===== src/rtl/image_pixel_fetch.sv =====
// image_pixel_fetch: maps a screen coordinate to an image-ROM word address and
// streams the returned pixel colour back in request order.
// Optional feature macro: TRANSPARENT_KEY_EN (pixels equal to KEY_COLOR report hit=0).
// The mem_addr register acts as the ROM's address register, so mem_q for an
// accepted request is sampled ROM_LAT cycles after acceptance.
`timescale 1ns/1ps
module image_pixel_fetch #(
  parameter int unsigned IMG_W      = 320,
  parameter int unsigned IMG_H      = 240,
  parameter int unsigned X_W        = 9,
  parameter int unsigned Y_W        = 8,
  parameter int unsigned NUM_FRAMES = 1,
  parameter int unsigned FRAME_W    = 1,
  parameter int unsigned ADDR_W     = 17,
  parameter int unsigned COLOR_W    = 3,
  parameter int unsigned ROM_LAT    = 1,
  parameter int unsigned KEY_COLOR  = 0
) (
  input  logic               clock,
  input  logic               resetn,
  input  logic               req_valid,
  output logic               req_ready,
  input  logic [X_W-1:0]     x,
  input  logic [Y_W-1:0]     y,
  input  logic [X_W-1:0]     x_origin,
  input  logic [Y_W-1:0]     y_origin,
  input  logic [FRAME_W-1:0] frame_sel,
  output logic [ADDR_W-1:0]  mem_addr,
  input  logic [COLOR_W-1:0] mem_q,
  output logic               pix_valid,
  input  logic               pix_ready,
  output logic [COLOR_W-1:0] pix_color,
  output logic               pix_hit
);

  localparam int unsigned DEPTH    = ROM_LAT + 2;
  localparam int unsigned PTR_W    = $clog2(DEPTH);
  localparam int unsigned CNT_W    = $clog2(DEPTH + 1);
  localparam int unsigned FRAME_SZ = IMG_W * IMG_H;
  localparam logic [COLOR_W-1:0] KEY = COLOR_W'(KEY_COLOR);
`ifdef TRANSPARENT_KEY_EN
  localparam bit KEY_EN = 1'b1;
`else
  localparam bit KEY_EN = 1'b0;
`endif

  logic [ADDR_W-1:0]  mem_addr_q;
  logic [ROM_LAT-1:0] sb_valid_q, sb_hit_q;
  logic [COLOR_W-1:0] fifo_color_q [DEPTH];
  logic               fifo_hit_q   [DEPTH];
  logic [PTR_W-1:0]   wr_ptr_q, wr_ptr_d, rd_ptr_q, rd_ptr_d;
  logic [CNT_W-1:0]   fifo_cnt_q, fifo_cnt_d, credits_q, credits_d;
  logic               ready_q, ready_d;

  logic [X_W:0]       lx;
  logic [Y_W:0]       ly;
  logic               inb, accept, pop, wr_en, wr_hit;
  logic [COLOR_W-1:0] wr_color;
  logic [ADDR_W-1:0]  addr_c;

  function automatic logic [PTR_W-1:0] ptr_inc(input logic [PTR_W-1:0] p);
    return (p == PTR_W'(DEPTH - 1)) ? '0 : p + PTR_W'(1);
  endfunction

  // Stage A: image-local coordinate, bounds test and ROM address
  always_comb begin
    lx     = {1'b0, x} - {1'b0, x_origin};
    ly     = {1'b0, y} - {1'b0, y_origin};
    inb    = !lx[X_W] && (32'(lx[X_W-1:0]) < IMG_W) &&
             !ly[Y_W] && (32'(ly[Y_W-1:0]) < IMG_H) &&
             (32'(frame_sel) < NUM_FRAMES);
    addr_c = ADDR_W'(frame_sel) * ADDR_W'(FRAME_SZ) +
             ADDR_W'(ly[Y_W-1:0]) * ADDR_W'(IMG_W) +
             ADDR_W'(lx[X_W-1:0]);
  end

  // Handshakes, FIFO write data and next-state for pointers and counters
  always_comb begin
    accept     = req_valid && ready_q;
    pop        = (fifo_cnt_q != '0) && pix_ready;
    wr_en      = sb_valid_q[ROM_LAT-1];
    wr_hit     = sb_hit_q[ROM_LAT-1] && !(KEY_EN && (mem_q == KEY));
    wr_color   = wr_hit ? mem_q : '0;
    wr_ptr_d   = wr_en ? ptr_inc(wr_ptr_q) : wr_ptr_q;
    rd_ptr_d   = pop ? ptr_inc(rd_ptr_q) : rd_ptr_q;
    fifo_cnt_d = fifo_cnt_q + CNT_W'(wr_en) - CNT_W'(pop);
    credits_d  = credits_q + CNT_W'(accept) - CNT_W'(pop);
    ready_d    = (32'(credits_d) < DEPTH);
  end

  // Address register, sideband pipeline, pointers and credit counter
  always_ff @(posedge clock or negedge resetn) begin
    if (!resetn) begin
      mem_addr_q <= '0;
      sb_valid_q <= '0;
      sb_hit_q   <= '0;
      wr_ptr_q   <= '0;
      rd_ptr_q   <= '0;
      fifo_cnt_q <= '0;
      credits_q  <= '0;
      ready_q    <= 1'b0;
    end else begin
      if (accept && inb) mem_addr_q <= addr_c;
      sb_valid_q[0] <= accept;
      sb_hit_q[0]   <= accept && inb;
      for (int unsigned i = 1; i < ROM_LAT; i++) begin
        sb_valid_q[i] <= sb_valid_q[i-1];
        sb_hit_q[i]   <= sb_hit_q[i-1];
      end
      wr_ptr_q   <= wr_ptr_d;
      rd_ptr_q   <= rd_ptr_d;
      fifo_cnt_q <= fifo_cnt_d;
      credits_q  <= credits_d;
      ready_q    <= ready_d;
    end
  end

  // Result storage; contents are only observed while the entry is valid
  always_ff @(posedge clock) begin
    if (wr_en) begin
      fifo_color_q[wr_ptr_q] <= wr_color;
      fifo_hit_q[wr_ptr_q]   <= wr_hit;
    end
  end

  // Output head, forced to zero while the FIFO is empty
  always_comb begin
    pix_valid = (fifo_cnt_q != '0);
    pix_color = pix_valid ? fifo_color_q[rd_ptr_q] : '0;
    pix_hit   = pix_valid ? fifo_hit_q[rd_ptr_q] : 1'b0;
    req_ready = ready_q;
    mem_addr  = mem_addr_q;
  end

endmodule


===== config.mk =====
export PLATFORM = sky130hd
export DESIGN_NAME = image_pixel_fetch
export DESIGN_NICKNAME = d
export VERILOG_FILES = /design/src/rtl/image_pixel_fetch.sv
export SDC_FILE = /design/constraint.sdc
export NUM_CORES = 1
export LEC_CHECK = 0
export CAP_MARGIN = 20
export CORE_MARGIN = 10
export CORE_UTILIZATION = 35
export CTS_CLUSTER_DIAMETER = 50
export CTS_CLUSTER_SIZE = 8
export DETAILED_ROUTE_END_ITERATION = 6
export PLACE_DENSITY = 0.59
export SYNTH_ARGS = -nofsm -noshare
export SYNTH_HDL_FRONTEND = slang
export SYNTH_SLANG_ARGS = --single-unit

===== constraint.sdc =====
create_clock -name clock -period 3.2 [get_ports clock]
set_clock_uncertainty 0.1 [all_clocks]
set_input_delay 0.48 -clock clock [delete_from_list [all_inputs] [get_ports clock]]
set_output_delay 0.48 -clock clock [all_outputs]
set_load 0.05 [all_outputs]

==> impl_metrics.tcl, run 1 <==
set metrics [dict create \
    grt_pass1_wl_mm 13.0 \
    gpl.final_weighted_congestion 0.775 \
    synth_top_flop_cell "sky130_fd_sc_hd__dfrtp_1" \
    outcome "finished, violations left" \
    slew_headroom 0.554 \
    grt_max_degree 29 \
    initial_utilization 0.356 \
    synthMostInstantiatedCell "sky130_fd_sc_hd__inv_1" \
    ys_seq_area_frac 0.345 \
    synth_warnings 0 \
    max_freq_mhz 274 \
    overall_die_area_sq_um 12900 \
    grt.met1_usage 0.129 \
    hp-class "flip-flop to flip-flop" \
    failed_checks "setup timing" \
    final_min_period_over_clock_period 1.14 \
    net_count_final 544 \
    critical_path.startpoint_type "primary input" \
    dr_total_vias 2685 \
    remaining_drc_errors 0 \
    groute.layer.met3.usage 0.0299 \
    report.final.setup_viol 6 \
    worst_ir_drop_vdd_mv 0.368 \
    final.setup.tns_ps -1990 \
    cts.sinks 40 \
    finalHoldViolCount 0 \
    final_cell_area_sq_um 5140 \
    synth_top_cell_area_share 0.228 \
    tritoncts "yes" \
    synth.ff_latch_count 40 \
    vias_per_cell 4.73 \
    timing.critical_path.cells "buf_8 -> inv_8 -> ha_4 -> fa_2 -> nor2b_4 -> o21ai_1 -> a21oi_4 -> ha_4 -> fa_2 -> buf_6 -> a21o_1 -> a21oi_2 -> xnor2_1 -> ha_1 -> a31oi_4 -> a21o_1 -> o31a_1 -> mux2i_1" \
    worst_ep_required_time_ps 3310 \
    fp.dieH_microns 114 \
    synth_commonest_cells "sky130_fd_sc_hd__inv_1, sky130_fd_sc_hd__ha_1, sky130_fd_sc_hd__dfrtp_1, sky130_fd_sc_hd__nor2_1, sky130_fd_sc_hd__xnor2_1" \
    numCtsBuffers 5 \
    top_level_ports 65 \
    crit_arrival_ps 3760 \
    postPlaceCellArea_sq_um 4420 \
    grt.total_usage 0.118 \
    leakage_nw 2.35 \
    cts.path.max_buffers 2 \
    synth.avg_cell_area_sq_um 10.1 \
    globalRoute.busiestLayer "met2" \
    fin_hold_ws_ps 380 \
    timing.final.ws_setup_ps -451 \
    dp.cells 540 \
    final_cell_utilization_of_the_core 0.595 \
    post_drt_wl_per_cell_microns 13.6 \
    core.rowCount 34 \
    clkTransAtPathRegs_ps 80 \
    place.detailed.hpwl_mm 5.87 \
    timing_worst_setup_path_type "primary input to flip-flop" \
    mappedNetlistArea_sq_um 3070 \
    core_footprint_sq_um 8640 \
    grt.overflow.total 0 \
    p_total_mw 4.17 \
    worst_setup_path_end_kind "flip-flop" \
    worst-path-max-fanout 3 \
    clkLatencyLatePin_ps 280 \
    cp_slowest_cell "sky130_fd_sc_hd__fa_2" \
    initial_antenna_violation_count 0 \
    synthCells 305 \
    final_layout_size_suffix_gt1_frac 0.424 \
    area_growth_syn_to_layout_pct 67.2 \
    groute.layer.met2.usage 0.221 \
    worst-r2r-cell-count 10 \
    dp_worst_setup_slack_ps -1260 \
    post-route-min-period_ps 3650 \
    ys_top_cells_by_area "sky130_fd_sc_hd__dfrtp_1, sky130_fd_sc_hd__ha_1, sky130_fd_sc_hd__edfxtp_1" \
    maxCapViolCount 0 \
    fillerInstances 714 \
    number_of_hold_buffers_added_after_cts 0 \
    power.density_nw_per_um2 812 \
    routed_wl_mm 7.72 \
    die_width_microns 114 \
    setup_repair_after_global_routing_missed_its_margin "true" \
    critical-path-max-stage-delay_ps 400 \
    worstMarginPinSlew_ps 664 \
    root_buffer_cell "sky130_fd_sc_hd__clkbuf_8" \
    synth_async_sr_flop_share 0.700 \
    drt_first_pass_iters 6 \
    nets_in_the_synthesized_netlist 390 \
    io_buffer_count 64 \
    synth.distinct_cells 49 \
    antenna_left 0 \
    via_count_of_the_first_global_routing_pass 2929 \
    first_iter_violations 79 \
    yosysTopAreaCell "sky130_fd_sc_hd__dfrtp_1" \
    final-max-slew-violation-count 0 \
    hold_depth 1 \
    ctsHtreeMaxLevel 2 \
    synth_enable_flop_cells 12 \
    layout.cells.non_filler 568 \
    n_antenna_cell 0 \
]
==> worst max-delay path: cells and delay by family <==
kind | cells | cell delay [ps]
adders and majority gates | 5 | 1530
AOI/OAI and AO/OA | 7 | 1130
buffers and inverters | 3 | 240
muxes | 1 | 150
and+or+nand+nor | 1 | 130
xor gates and xnor gates | 1 | 80
==> path summary, 6_finish.rpt <==
kind                                         start                        to  slack, ps
min reg2reg                fifo_cnt_q[1]$_DFF_PN0_   fifo_cnt_q[1]$_DFF_PN0_        380
max in group asynchronous                   resetn       req_ready$_DFF_PN0_       2270
max reg2reg                fifo_cnt_q[0]$_DFF_PN0_       req_ready$_DFF_PN0_       1100
min in group asynchronous                   resetn   rd_ptr_q[1]$_DFFE_PN0P_        470
min                        fifo_cnt_q[1]$_DFF_PN0_   fifo_cnt_q[1]$_DFF_PN0_        380
max                                           y[0]  mem_addr[16]$_DFFE_PN0P_       -450
==> cell type report <==
cell class                      count  area [sq um]  area share
Timing Repair Buffer              152          1320       0.257
Clock inverter                      3          42.5     0.00828
Sequential cell                    40          1060       0.206
Clock buffer                        5          68.8      0.0134
Multi-Input combinational cell    220          2350       0.458
Tap cell                          108           135      0.0263
Inverter                           40           160      0.0312
==> cells by family after synthesis <==
family | count (synthesis) | share of synthesized area
buffers and inverters | 45 | 0.0639
and+or+nand+nor | 67 | 0.107
muxes | 23 | 0.0867
adders and majority gates | 43 | 0.185
DFF | 40 | 0.345
xor gates and xnor gates | 23 | 0.0656
AOI/OAI and AO/OA | 64 | 0.147
==> power by group <==
part / switching (mW) / internal, mW / total (mW) / leakage [nW]
combinational: 1.48 / 1.44 / 2.92 / 1.84
clock: 0.172 / 0.231 / 0.403 / 0.0558
sequential: 0.135 / 0.718 / 0.853 / 0.456
==> placed cells by master, fill, tap and decap left out, types with 4 or more instances in the layout <==
master / Yosys / final
sky130_fd_sc_hd__a211oi_1: 4 / 4
sky130_fd_sc_hd__a21o_1: 6 / 6
sky130_fd_sc_hd__a21oi_1: 18 / 8
sky130_fd_sc_hd__a21oi_2: 0 / 8
sky130_fd_sc_hd__buf_4: 1 / 79
sky130_fd_sc_hd__buf_6: 1 / 11
sky130_fd_sc_hd__clkbuf_8: 0 / 5
sky130_fd_sc_hd__clkdlybuf4s50_1: 0 / 44
sky130_fd_sc_hd__dfrtp_1: 28 / 28
sky130_fd_sc_hd__dlygate4sd2_1: 0 / 8
sky130_fd_sc_hd__edfxtp_1: 12 / 12
sky130_fd_sc_hd__fa_2: 0 / 4
sky130_fd_sc_hd__ha_1: 39 / 15
sky130_fd_sc_hd__ha_4: 0 / 22
sky130_fd_sc_hd__inv_1: 40 / 26
sky130_fd_sc_hd__inv_2: 0 / 12
sky130_fd_sc_hd__mux2_2: 9 / 4
sky130_fd_sc_hd__mux2_4: 5 / 10
sky130_fd_sc_hd__mux2i_1: 9 / 9
sky130_fd_sc_hd__nand2_1: 12 / 12
sky130_fd_sc_hd__nand2b_1: 7 / 6
sky130_fd_sc_hd__nor2_1: 28 / 27
sky130_fd_sc_hd__o21a_1: 4 / 4
sky130_fd_sc_hd__o21ai_0: 11 / 6
sky130_fd_sc_hd__xnor2_1: 20 / 16
==> state kept, by name (all words and copies together) (netlist names) <==
name / flops
req_ready: 1
mem_addr: 17
sb_valid_q: 1
wr_ptr_q: 2
credits_q: 2
fifo_color_q: 9
rd_ptr_q: 2
sb_hit_q: 1
fifo_cnt_q: 2
fifo_hit_q: 3
==> timing repair <==
item / in CTS / in global routing
endpoints found under the setup margin: 17 / 7
buffers inserted: 15 / 6
pin swaps: 42 / 32
resized for setup: 111 / 27
gates cloned: 0 / 0
==> per-layer routing <==
metal  part of all wire  routed length (microns)
met3              0.046                      353
met2               0.54                     4170
met1               0.41                     3170
met4             0.0035                       27
met5                  0                        0
No activity file was read; power rests on OpenSTA's default activity.
==> inputs of run 2 (changes only) <==
SLEW_MARGIN = 20   (was unset)
TNS_END_PERCENT = 50   (was unset)
==> run 2 against run 1 <==
Effect of this change: the flow still finishes with violations (setup timing); count of clock-buffer cells in the layout did not move; flip-flop and latch count unchanged; routed wire length down 2.2%; sequential power is 0.5% lower; maximum frequency about the same; largest power group unchanged.
==> impl_metrics.tcl, run 2 (same netlist as run 1, synthesis figures left out) <==
set metrics [dict create \
    post_drt_wl_per_cell_microns 13.4 \
    wirelength_met1_mm 3.21 \
    rr_startpoint "fifo_cnt_q[1]$_DFF_PN0_" \
    layout_commonest_cell "sky130_fd_sc_hd__buf_4" \
    final.setup.tns_ps -2290 \
    report.final.setup_viol 7 \
    post-route-min-period_ps 3650 \
    failed_checks "setup timing" \
    grt.overflow.total 0 \
    hp-class "flip-flop to flip-flop" \
    sequential_cell_area_sq_um 1060 \
    core.rowCount 34 \
    vias_per_cell 4.70 \
    clkLatencyLatePin_ps 280 \
    worst_setup_path_end_kind "flip-flop" \
    die_width_microns 114 \
    worst_setup_path_startpoint "y[0]" \
    final_min_period_over_clock_period 1.14 \
    remaining_drc_errors 0 \
    initial_utilization 0.356 \
    worstMarginPinSlew_ps 696 \
    top_level_ports 65 \
    timing.final.ws_setup_ps -454 \
    worst_ir_drop_vdd_mv 0.326 \
    initial_antenna_violation_count 0 \
    worst-path-max-fanout 4 \
    overall_die_area_sq_um 12900 \
    gpl.final_weighted_congestion 0.780 \
    setup_repair_after_global_routing_missed_its_margin "true" \
    dp.cells 541 \
    dp_worst_setup_slack_ps -1260 \
    finalHoldViolCount 0 \
    final-max-slew-violation-count 0 \
    ctsHtreeMaxLevel 2 \
    drt_first_pass_iters 4 \
    antenna_left 0 \
    critical_path.startpoint_type "primary input" \
    fp.dieH_microns 114 \
    cts.path.max_buffers 2 \
    grt_max_degree 29 \
    cts.sinks 40 \
    net_count_final 538 \
    numCtsBuffers 5 \
    tritoncts "yes" \
    route.top_layer_used "met4" \
    power.density_nw_per_um2 813 \
    slew_headroom 0.533 \
    clkTransAtPathRegs_ps 80 \
    dr_wl_met2_mm 3.97 \
    io_buffer_count 64 \
    multi_input_area_sq_um 2280 \
    first_iter_violations 58 \
    route.met3.wl_microns 301 \
    final_layout_size_suffix_gt1_frac 0.388 \
    area_growth_syn_to_layout_pct 64.3 \
    hold_path_startpoint "fifo_cnt_q[1]$_DFF_PN0_" \
    timing_worst_setup_path_type "primary input to flip-flop" \
    via_count_of_the_first_global_routing_pass 2867 \
    root_buffer_cell "sky130_fd_sc_hd__clkbuf_8" \
    place.detailed.hpwl_mm 5.97 \
    leading_cell_types_in_the_layout_fill_and_taps_excluded "sky130_fd_sc_hd__buf_4, sky130_fd_sc_hd__clkdlybuf4s50_1, sky130_fd_sc_hd__inv_1" \
    p_total_mw 4.11 \
    grt.total_usage 0.117 \
    core_footprint_sq_um 8640 \
    routed_wl_mm 7.55 \
    grt_pass1_wl_mm 12.8 \
    n_antenna_cell 0 \
    fillerInstances 752 \
    final_cell_utilization_of_the_core 0.585 \
    max_freq_mhz 274 \
    dr_total_vias 2644 \
    crit_arrival_ps 3730 \
    maxCapViolCount 0 \
    largest_register_ffs 17 \
    outcome "finished, violations left" \
    layout.cells.non_filler 562 \
    leakage_nw 2.38 \
    worst_ep_required_time_ps 3280 \
]
run 2: cell types whose count changed in the layout (fill, tap and decap cells not counted), sizes merged:
cell | before | now
clkdlybuf4s50 | 44 | 48
dlygate4sd2 | 8 | 4
buf | 95 | 87
dlymetal6s2s | 0 | 6
clkbuf | 7 | 5
clkinv | 2 | 1
clkdlybuf4s15 | 3 | 1
inv | 40 | 41
run 2: per-stage QoR:
stage / area [sq um] / hold WS (ps)
floorplan: 3160 / 84.4
global placement: 4420 / 365
detailed placement: 4420 / 376
CTS: 4910 / 386
global route: 5050 / 421
finish: 5050 / 383
run 2: path summary, 6_finish.rpt:
kind / end / slack (ps) / cells after the start
worst max-delay path: mem_addr[15]$_DFFE_PN0P_ / -450 / 18
worst min-delay path: fifo_cnt_q[1]$_DFF_PN0_ / 380 / 1
max in group asynchronous: fifo_cnt_q[1]$_DFF_PN0_ / 2250 / 2
worst max register to register: req_ready$_DFF_PN0_ / 1120 / 10
worst min register to register: fifo_cnt_q[1]$_DFF_PN0_ / 380 / 1
min in group asynchronous: mem_addr[0]$_DFFE_PN0P_ / 470 / 2
run 2: what timing repair did:
item	CTS	global route
endpoints found under the setup margin	9	9
resized for setup	84	25
pin swaps	46	29
hold buffers	0	0
cloned	0	0
setup buffers	12	2
run 2: metal layers:
| metal | up-vias | GRT usage |
|---|---|---|
| li1 | 1359 | - |
| met1 | 1233 | 0.135 |
| met2 | 45 | 0.212 |
| met3 | 7 | 0.0262 |
| met4 | 0 | 0.0271 |
| met5 | - | 0 |
run 2: where the power goes:
part	internal [mW]	switching (mW)	total, mW
Sequential	0.718	0.130	0.849
Clock	0.231	0.176	0.407
Combinational	1.41	1.44	2.85
run 2: cell type report:
type / instances / share of cell area
Timing Repair Buffer: 146 / 0.258
Tap cell: 108 / 0.0268
Inverter: 40 / 0.0312
Multi-Input combinational cell: 220 / 0.452
Clock buffer: 5 / 0.0136
Sequential cell: 40 / 0.210
Clock inverter: 3 / 0.00818
run 2: worst max-delay path, stage by stage:
cell,delay (ps)
sky130_fd_sc_hd__buf_8,80
sky130_fd_sc_hd__inv_8,30
sky130_fd_sc_hd__ha_4,150
sky130_fd_sc_hd__fa_2,400
sky130_fd_sc_hd__nor2b_4,140
sky130_fd_sc_hd__o21ai_2,60
sky130_fd_sc_hd__a21oi_2,210
sky130_fd_sc_hd__ha_4,250
sky130_fd_sc_hd__fa_2,390
sky130_fd_sc_hd__xor2_1,160
sky130_fd_sc_hd__ha_1,350
sky130_fd_sc_hd__buf_4,160
sky130_fd_sc_hd__nand4_1,90
sky130_fd_sc_hd__nand3_2,90
sky130_fd_sc_hd__o211a_1,220
sky130_fd_sc_hd__o21ai_2,140
sky130_fd_sc_hd__xnor2_1,90
sky130_fd_sc_hd__mux2_4,250
==> inputs of run 3 (changes only) <==
CTS_CLUSTER_SIZE = unset   (was 8)
==> results of run 3 <==
The final DEF is identical to that of run 2; final timing and power are the same.
